$ cat src/rtl/prog_loader.sv
// prog_loader: boot loader that streams a length-prefixed, little-endian program image into
// instruction memory and holds the core in reset until the whole image is written.
module prog_loader #(
    parameter int ADDR_W = 8
) (
    input  logic        clk,
    input  logic        rst,
    input  logic        start,
    input  logic [7:0]  rx_data,
    input  logic        rx_valid,
    output logic        rx_ready,
    output logic        imem_we,
    output logic [31:0] imem_addr,
    output logic [31:0] imem_wdata,
    output logic        core_rst,
    output logic        busy,
    output logic        done,
    output logic        err
);
    typedef enum logic [2:0] {IDLE, LEN_LO, LEN_HI, DATA, WRITE, DONE, ERROR} state_t;
    localparam logic [31:0] cap = 32'(2 ** ADDR_W);

    state_t            state, state_nx;
    logic [7:0]        len_lo;
    logic [15:0]       len, len_in;
    logic [1:0]        byte_cnt;
    logic [ADDR_W-1:0] word_idx;
    logic [23:0]       lanes;
    logic              xfer;

    assign len_in   = {rx_data, len_lo};
    assign rx_ready = state inside {LEN_LO, LEN_HI, DATA};
    assign busy     = rx_ready || state == WRITE;
    assign xfer     = rx_valid && rx_ready;
    assign imem_we  = state == WRITE;
    assign done     = state == DONE;
    assign err      = state == ERROR;
    assign core_rst = state != DONE;

    always_ff @(posedge clk or posedge rst) begin
        if (rst) state <= IDLE;
        else     state <= state_nx;
    end

    always_comb begin
        state_nx = state;
        case (state)
            IDLE, DONE, ERROR: state_nx = start ? LEN_LO : state;
            LEN_LO:            state_nx = xfer ? LEN_HI : state;
            LEN_HI:            if (xfer) state_nx = len_in == 16'd0 ? DONE : 32'(len_in) > cap ? ERROR : DATA;
            DATA:              state_nx = xfer && byte_cnt == 2'd3 ? WRITE : state;
            WRITE:             state_nx = 32'(word_idx) + 32'd1 == 32'(len) ? DONE : DATA;
            default:           state_nx = IDLE;
        endcase
    end

    // The first three bytes wait in lanes so imem_wdata only changes when a full word is ready.
    always_ff @(posedge clk or posedge rst) begin
        if (rst) begin
            len_lo     <= '0;
            len        <= '0;
            byte_cnt   <= '0;
            word_idx   <= '0;
            lanes      <= '0;
            imem_addr  <= '0;
            imem_wdata <= '0;
        end else begin
            if (state == LEN_LO && xfer) len_lo <= rx_data;
            if (state == LEN_HI && xfer) begin
                len      <= len_in;
                byte_cnt <= '0;
                word_idx <= '0;
            end
            if (state == DATA && xfer) begin
                byte_cnt <= byte_cnt + 2'd1;
                if (byte_cnt == 2'd3) begin
                    imem_wdata <= {rx_data, lanes};
                    imem_addr  <= 32'({word_idx, 2'b00});
                end else begin
                    lanes[{byte_cnt, 3'b000} +: 8] <= rx_data;
                end
            end
            if (state == WRITE) word_idx <= word_idx + ADDR_W'(1);
        end
    end
endmodule

$ cat config.mk
export PLATFORM = sky130hd
export DESIGN_NAME = prog_loader
export DESIGN_NICKNAME = d
export VERILOG_FILES = /design/src/rtl/prog_loader.sv
export SDC_FILE = /design/constraint.sdc
export NUM_CORES = 1
export LEC_CHECK = 0
export CAP_MARGIN = 10
export CORE_UTILIZATION = 41
export CTS_BUF_LIST = sky130_fd_sc_hd__clkbuf_16
export CTS_CLUSTER_DIAMETER = 50
export CTS_CLUSTER_SIZE = 40
export DETAILED_ROUTE_END_ITERATION = 6
export HOLD_SLACK_MARGIN = 0.08
export PLACE_DENSITY = 0.63
export SKIP_CTS_REPAIR_TIMING = 1
export SYNTH_ARGS = -nofsm -noshare
export SYNTH_HDL_FRONTEND = slang
export SYNTH_SLANG_ARGS = --single-unit
$ cat constraint.sdc
create_clock -name clk -period 3.2 [get_ports clk]
set_input_delay 0.64 -clock clk [delete_from_list [all_inputs] [get_ports clk]]
set_output_delay 0.64 -clock clk [all_outputs]
set_load 0.01 [all_outputs]
==> impl_metrics.csv, run 1 <==
group,metric,value,unit
sta,relSlewSlack,35.9,%
power_and_ir_drop,p_comb_share,28.8,%
clock_network,clkSlewWorstSetupHoldPaths,70,ps
clock_network,cts_tree,"yes",
power_and_ir_drop,power.leakage,0.00254,uW
final_layout,nNetsFinal,491,
synthesis,netlist_instances,410,
placement,hpwl,6.33,mm
global_route,grt_pass1_vias,2956,
synthesis,yosys-mux-area-fraction,15.5,%
global_route,grt_max_degree,102,
synthesis,synth_compound_area_share,7.64,%
detailed_routing,vias,3078,
power_and_ir_drop,clockPowerShare,26.7,%
power_and_ir_drop,p_seq_share,44.5,%
detailed_routing,routed_wl,9.21,mm
worst_setup_path,end_kind,"primary output",
synthesis,synth_seq_cells,101,
floorplanning,ioPinCount,82,
power_and_ir_drop,p_total,4260,uW
detailed_routing,route.detailed.drc,0,
sta,tns,0,ps
detailed_routing,ant_nets,0,
synthesis,ys.flop_type,"dfrtp_1",
clock_network,cts_root_buffer,"clkbuf_16",
placement,port_buffers,57,
run,drv_cap,0,
power_and_ir_drop,peakVddDrop,301,uV
global_route,antenna_found_initial,0,
power_and_ir_drop,p_per_area,758,nW/um2
floorplanning,start_util,42.4,%
worst_setup_path,cp-start-kind,"register",
clock_network,cts.sinks,101,
sta,hold_viol,0,
detailed_routing,viasPerCell,4.99,
final_layout,design_area,5620,um2
worst_setup_path,crit_type,"reg2out",
sta,max_freq,0.341,GHz
final_layout,layout_common_cells,"dfrtp_1 (101), nand2_1 (68), mux2_2 (63)",
outcome,outcome,"completed",
synthesis,syn_area_per_cell,11.3,um2
synthesis,synth-edff-count,0,
sta,skew,6.46,ps
synthesis,synth_top_area_cell,"dfrtp_1",
synthesis,synth_top_family_by_area,"multiplexers",
detailed_routing,drtIter0Drc,163,
power_and_ir_drop,switchingPower,1330,uW
global_route,grt_pass1_wl,14.9,mm
sta,rsz0062_at_grt,"false",
clock_network,cts_made_buffers,9,
synthesis,yosysTopAreaCellShare,54.6,%
worst_setup_path,cp_data_arrival_time,2290,ps
sta,fin_crit_sh,91.7,%
synthesis,synth_area_leaders,"dfrtp_1 (55%), mux2_2 (15%), nand2_1 (5.5%)",
placement,dpl-instance-area,5310,um2
global_route,grt_remaining_overflow,0,
synthesis,synth_fa_ha_area_share,1.62,%
placement,pre_cts_slack,643,ps
synthesis,synth_area,4630,um2
final_layout,final_common_cell,"dfrtp_1",
floorplanning,rows,38,
worst_setup_path,critPathMaxFanout,17,
final_layout,drive_above_1_share,20.5,%
worst_setup_path,required,2560,ps
sta,tightest_slew,960,ps
power_and_ir_drop,switching_share,31.2,%
sta,period_needed,2930,ps
placement,gp_congestion,0.793,
floorplanning,die_area,11700,um2
worst_hold_path,hold_class,"reg2reg",
detailed_routing,dr.pass1.iters,4,
power_and_ir_drop,internal-power,2930,uW
sta,setup_viol,0,
synthesis,yosysWarnings,0,
clock_network,h-tree-depth,3,
synthesis,yosysSeqAreaShare,54.6,%
sta,slew_violations,0,
clock_network,cts_buffer_depth,2,
synthesis,yosys.area_share.simple,11.8,%
global_route,grt_usage,16.9,%
synthesis,synthXorXnorAreaFrac,2.46,%
detailed_routing,wire_per_inst,14.9,um
clock_network,worstSkewPairLatency,340,ps
final_layout,syn_to_final_growth,21.4,%
synthesis,synthArstFlopShare,100,%
final_layout,antenna_cells,0,
sta,setup_slack,267,ps
synthesis,synth.distinct_cells,48,
floorplanning,die_h,108,um
floorplanning,core_area,10900,um2
floorplanning,fp.dieW,108,um
-- power by group through the flow --
stage	Clock [uW]	Combinational [uW]	Sequential, uW
CTS	1160	1240	1900
floorplan	0	907	1820
global placement	0	1210	1900
global route	1210	1370	1950
finish	1140	1230	1900
detailed placement	0	1240	1920
-- per-stage QoR --
step | cells | hold WS [ps] | util [%]
2_1_floorplan | 433 | 446 | -
3_3_place_gp | 602 | 460 | 48.6
3_5_place_dp | 602 | 475 | 48.6
4_1_cts | 617 | 492 | 51.4
5_1_grt | 617 | 512 | 51.4
6_report | 617 | 484 | 51.4
-- critical path: stages (launching register included) --
cell             delay, ps
dfrtp_1                650
nor2_1                 170
nand2_2                230
clkinv_1               320
clkdlybuf4s50_1        580
-- worst paths after layout --
path	depth (start not counted)	slack [ps]	end	from
setup / recovery	4	270	imem_we	state[0]$_DFFE_PP0P_
hold / removal	2	480	lanes[2]$_DFFE_PP0P_	lanes[2]$_DFFE_PP0P_
setup reg to reg	7	950	state[1]$_DFFE_PP0P_	word_idx[0]$_DFFE_PP0P_
hold reg to reg	2	480	lanes[2]$_DFFE_PP0P_	lanes[2]$_DFFE_PP0P_
max in group asynchronous	3	1980	word_idx[6]$_DFFE_PP0P_	rst
min in group asynchronous	3	780	lanes[9]$_DFFE_PP0P_	rst
-- area by class of cell --
type,instances,area (um2)
clock buffers,9,225
inverters,8,33.8
well taps,140,175
multi-input cells,284,1900
fillers,979,5310
flip-flops and latches,101,2530
clock inverters,6,87.6
repair buffers,69,673
-- sequential cells by signal, summed over array words and instances, names as in the netlist --
| signal | flops |
|---|---|
| imem_wdata | 32 |
| word_idx | 8 |
| state | 3 |
| lanes | 24 |
| byte_cnt | 2 |
| len_lo | 8 |
| imem_addr | 8 |
| len | 16 |
-- kinds of logic after synthesis --
family	count (synthesis)
AO/OA/AOI/OAI	61
XOR/XNOR	13
AND/OR/NAND/NOR	116
multiplexers	64
other	1
flip-flops	101
buffers and inverters	48
adder cells (fa/ha/maj)	6
-- cells in the mapped netlist (2+ instances only) --
cell	instances
nor2_1	10
buf_4	24
clkbuf_1	8
dfrtp_1	101
o21ai_0	41
mux2_2	63
nand3_1	8
and4b_1	2
nand4_1	3
a21oi_1	5
xor2_1	2
inv_1	7
xnor2_1	11
nor2b_1	2
buf_6	2
nand2_1	68
nor4_1	4
nor3_1	3
buf_2	5
nor3b_1	3
ha_1	6
o31ai_1	4
and3_1	3
-- routing by layer --
layer / track usage, % / vias to the layer above / wire length (um)
met4: 6.85 / 0 / 150
li1: - / 1494 / -
met2: 26.7 / 70 / 4350
met1: 22.8 / 1499 / 4360
met5: 0 / - / 0
met3: 3.32 / 15 / 349
Note: power is estimated with default switching activity, not from simulation.
==> inputs of run 2 (changes only) <==
--- a/config.mk
+++ b/config.mk
@@ -13,7 +13,6 @@
 export DETAILED_ROUTE_END_ITERATION = 6
 export HOLD_SLACK_MARGIN = 0.08
 export PLACE_DENSITY = 0.63
-export SKIP_CTS_REPAIR_TIMING = 1
 export SYNTH_ARGS = -nofsm -noshare
 export SYNTH_HDL_FRONTEND = slang
 export SYNTH_SLANG_ARGS = --single-unit
==> results of run 2 <==
Final layout, timing and power as in run 1 (identical DEF).
==> inputs of run 3 (changes only) <==
--- a/config.mk
+++ b/config.mk
@@ -6,6 +6,7 @@
 export NUM_CORES = 1
 export LEC_CHECK = 0
 export CAP_MARGIN = 10
+export CORE_ASPECT_RATIO = 2
 export CORE_UTILIZATION = 41
 export CTS_BUF_LIST = sky130_fd_sc_hd__clkbuf_16
 export CTS_CLUSTER_DIAMETER = 50
==> run 3 against run 2 <==
Sequential share of layout area decreased by 0.14 points. Non-clock buffer count increased by 3. Clock skew about the same. Critical path depth unchanged. Final cell count increased by 0.65%. Largest power group unchanged. Die area increased by 0.22%. Highest routed layer unchanged. Maximum frequency increased by 3.8%. Routed wire length increased by 6.5%. Core utilization increased by 0.11 points. Clock-buffer cell count unchanged. Clock power about the same.
==> impl_metrics.csv, run 3 (synthesis gave the netlist of run 1 again) <==
group,metric,value,unit
sta,tightest_slew,850,ps
sta,tns,0,ps
global_route,grt_usage,17.7,%
power_and_ir_drop,p_per_area,757,nW/um2
power_and_ir_drop,p_total,4270,uW
clock_network,cts_buffer_depth,2,
sta,relSlewSlack,43.2,%
final_layout,largest_register_ffs,32,
global_route,grt_pass1_vias,3176,
worst_setup_path,cp_data_arrival_time,2180,ps
global_route,grt.met1_usage,17.8,%
outcome,outcome,"completed",
clock_network,clkSlewWorstSetupHoldPaths,70,ps
worst_setup_path,crit_path_start,"state[1]$_DFFE_PP0P_",
floorplanning,ioPinCount,82,
detailed_routing,wire_per_inst,15.8,um
final_layout,layout_common_cells,"dfrtp_1 (101), nand2_1 (68), mux2_2 (63)",
clock_network,cts_made_buffers,9,
sta,rsz0062_at_grt,"false",
sta,fin_crit_sh,88.3,%
global_route,antenna_found_initial,0,
sta,hold_viol,0,
placement,port_buffers,57,
worst_hold_path,hold_class,"reg2reg",
worst_setup_path,rrSetupSlack,890,ps
worst_setup_path,path_cells,"nor2_1 > nand2_2 > clkinv_1 > clkdlybuf4s50_1",
worst_setup_path,critPathMaxFanout,11,
placement,dpl-instance-area,5330,um2
final_layout,fill_cells,1001,
worst_setup_path,worstReg2RegEnd,"state[1]$_DFFE_PP0P_",
clock_network,post_cts_resized,0,
global_route,met2_usage,33.7,%
worst_setup_path,r2r_cells,7,
floorplanning,start_util,42.3,%
detailed_routing,dr.pass1.iters,4,
floorplanning,core_area,10900,um2
clock_network,hold_buffers,0,
global_route,grtUsageMet3,3.29,%
worst_setup_path,required,2560,ps
power_and_ir_drop,power.leakage,0.00255,uW
floorplanning,die_h,152,um
detailed_routing,ant_nets,0,
worst_setup_path,cpMaxStageDelayCell,"clkdlybuf4s50_1",
clock_network,cts_root_buffer,"clkbuf_16",
global_route,grt_remaining_overflow,0,
final_layout,design_area,5640,um2
run,drv_cap,0,
final_layout,syn_to_final_growth,21.7,%
sta,period_needed,2820,ps
clock_network,worstSkewPairLatency,350,ps
sta,setup_viol,0,
detailed_routing,drtIter0Drc,147,
final_layout,largest_registers,"imem_wdata: 32 flops, lanes: 24 flops, len: 16 flops",
global_route,grt_max_degree,102,
floorplanning,die_area,11800,um2
sta,slew_violations,0,
global_route,busiest_layer,"met2",
clock_network,cts_setup_buffers,0,
floorplanning,fp.dieW,77.2,um
final_layout,top_register,"imem_wdata",
detailed_routing,routed_wl,9.80,mm
final_layout,antenna_cells,0,
placement,gp_congestion,0.802,
worst_setup_path,cp_slowest_stage_delay,590,ps
floorplanning,rows,54,
worst_setup_path,crit_end,"imem_we",
detailed_routing,route.detailed.drc,0,
placement,hpwl,7.18,mm
worst_setup_path,end_kind,"primary output",
detailed_routing,viasPerCell,5.00,
clock_network,cts_tree,"yes",
global_route,grt_pass1_wl,15.9,mm
clock_network,h-tree-depth,3,
final_layout,nNetsFinal,494,
final_layout,final_common_cell,"dfrtp_1",
clock_network,cts.sinks,101,
worst_setup_path,crit_type,"reg2out",
worst_setup_path,cp-start-kind,"register",
final_layout,multi_input_area,1900,um2
final_layout,drive_above_1_share,21.4,%
power_and_ir_drop,peakVddDrop,338,uV
final_layout,regArea,2530,um2
detailed_routing,vias,3108,
worst_setup_path,r2r-start,"word_idx[0]$_DFFE_PP0P_",
sta,max_freq,0.354,GHz
sta,skew,6.47,ps
-- run 3: changes by cell type in the layout (fill, tap and decap cells not counted), sizes merged --
cell / before / now
inv: 7 / 9
bufinv: 2 / 1
buf: 12 / 15
-- run 3: worst min-delay path by stage --
| stage | startpoint | to | slack (ps) | depth (start not counted) |
|---|---|---|---|---|
| 5_1_grt | lanes[3]$_DFFE_PP0P_ | lanes[3]$_DFFE_PP0P_ | 510 | 2 |
| 2_1_floorplan | lanes[0]$_DFFE_PP0P_ | lanes[0]$_DFFE_PP0P_ | 450 | 2 |
| 3_3_place_gp | lanes[19]$_DFFE_PP0P_ | lanes[19]$_DFFE_PP0P_ | 460 | 2 |
| 6_report | lanes[9]$_DFFE_PP0P_ | lanes[9]$_DFFE_PP0P_ | 480 | 2 |
| 3_5_place_dp | lanes[7]$_DFFE_PP0P_ | lanes[7]$_DFFE_PP0P_ | 470 | 2 |
| 4_1_cts | lanes[3]$_DFFE_PP0P_ | lanes[3]$_DFFE_PP0P_ | 490 | 2 |
-- run 3: power breakdown --
group | total (uW) | internal (uW) | leakage (uW) | switching (uW)
logic | 1280 | 666 | 0.00106 | 609
clock network | 1120 | 620 | 0.000150 | 501
registers | 1870 | 1600 | 0.00135 | 271
-- run 3: routing by layer --
metal,routed length (um),up-vias
met3,296,17
li1,-,1493
met5,0,-
met2,5650,64
met1,3560,1534
met4,298,0
-- run 3: final cells by class --
cell class	count	area share [%]
multi-input cells	284	33.7
inverters	8	0.599
well taps	140	3.11
flip-flops and latches	101	44.8
repair buffers	72	12.3
clock buffers	9	3.99
clock inverters	7	1.46
-- run 3: worst max-delay path: cells and delay by family (launching register included) --
family        cells  cell delay, ps
buf+inv           2             930
flops             1             530
simple gates      2             370
-- run 3: metrics by stage --
step                cells  util [%]  worst slack [ps]  hold slack [ps]
floorplan             433         -              1240              446
global placement      605      48.7               419              458
CTS                   621      51.5               342              487
global route          621      51.5               208              510
finish                621      51.5               376              480
detailed placement    605      48.7               428              470
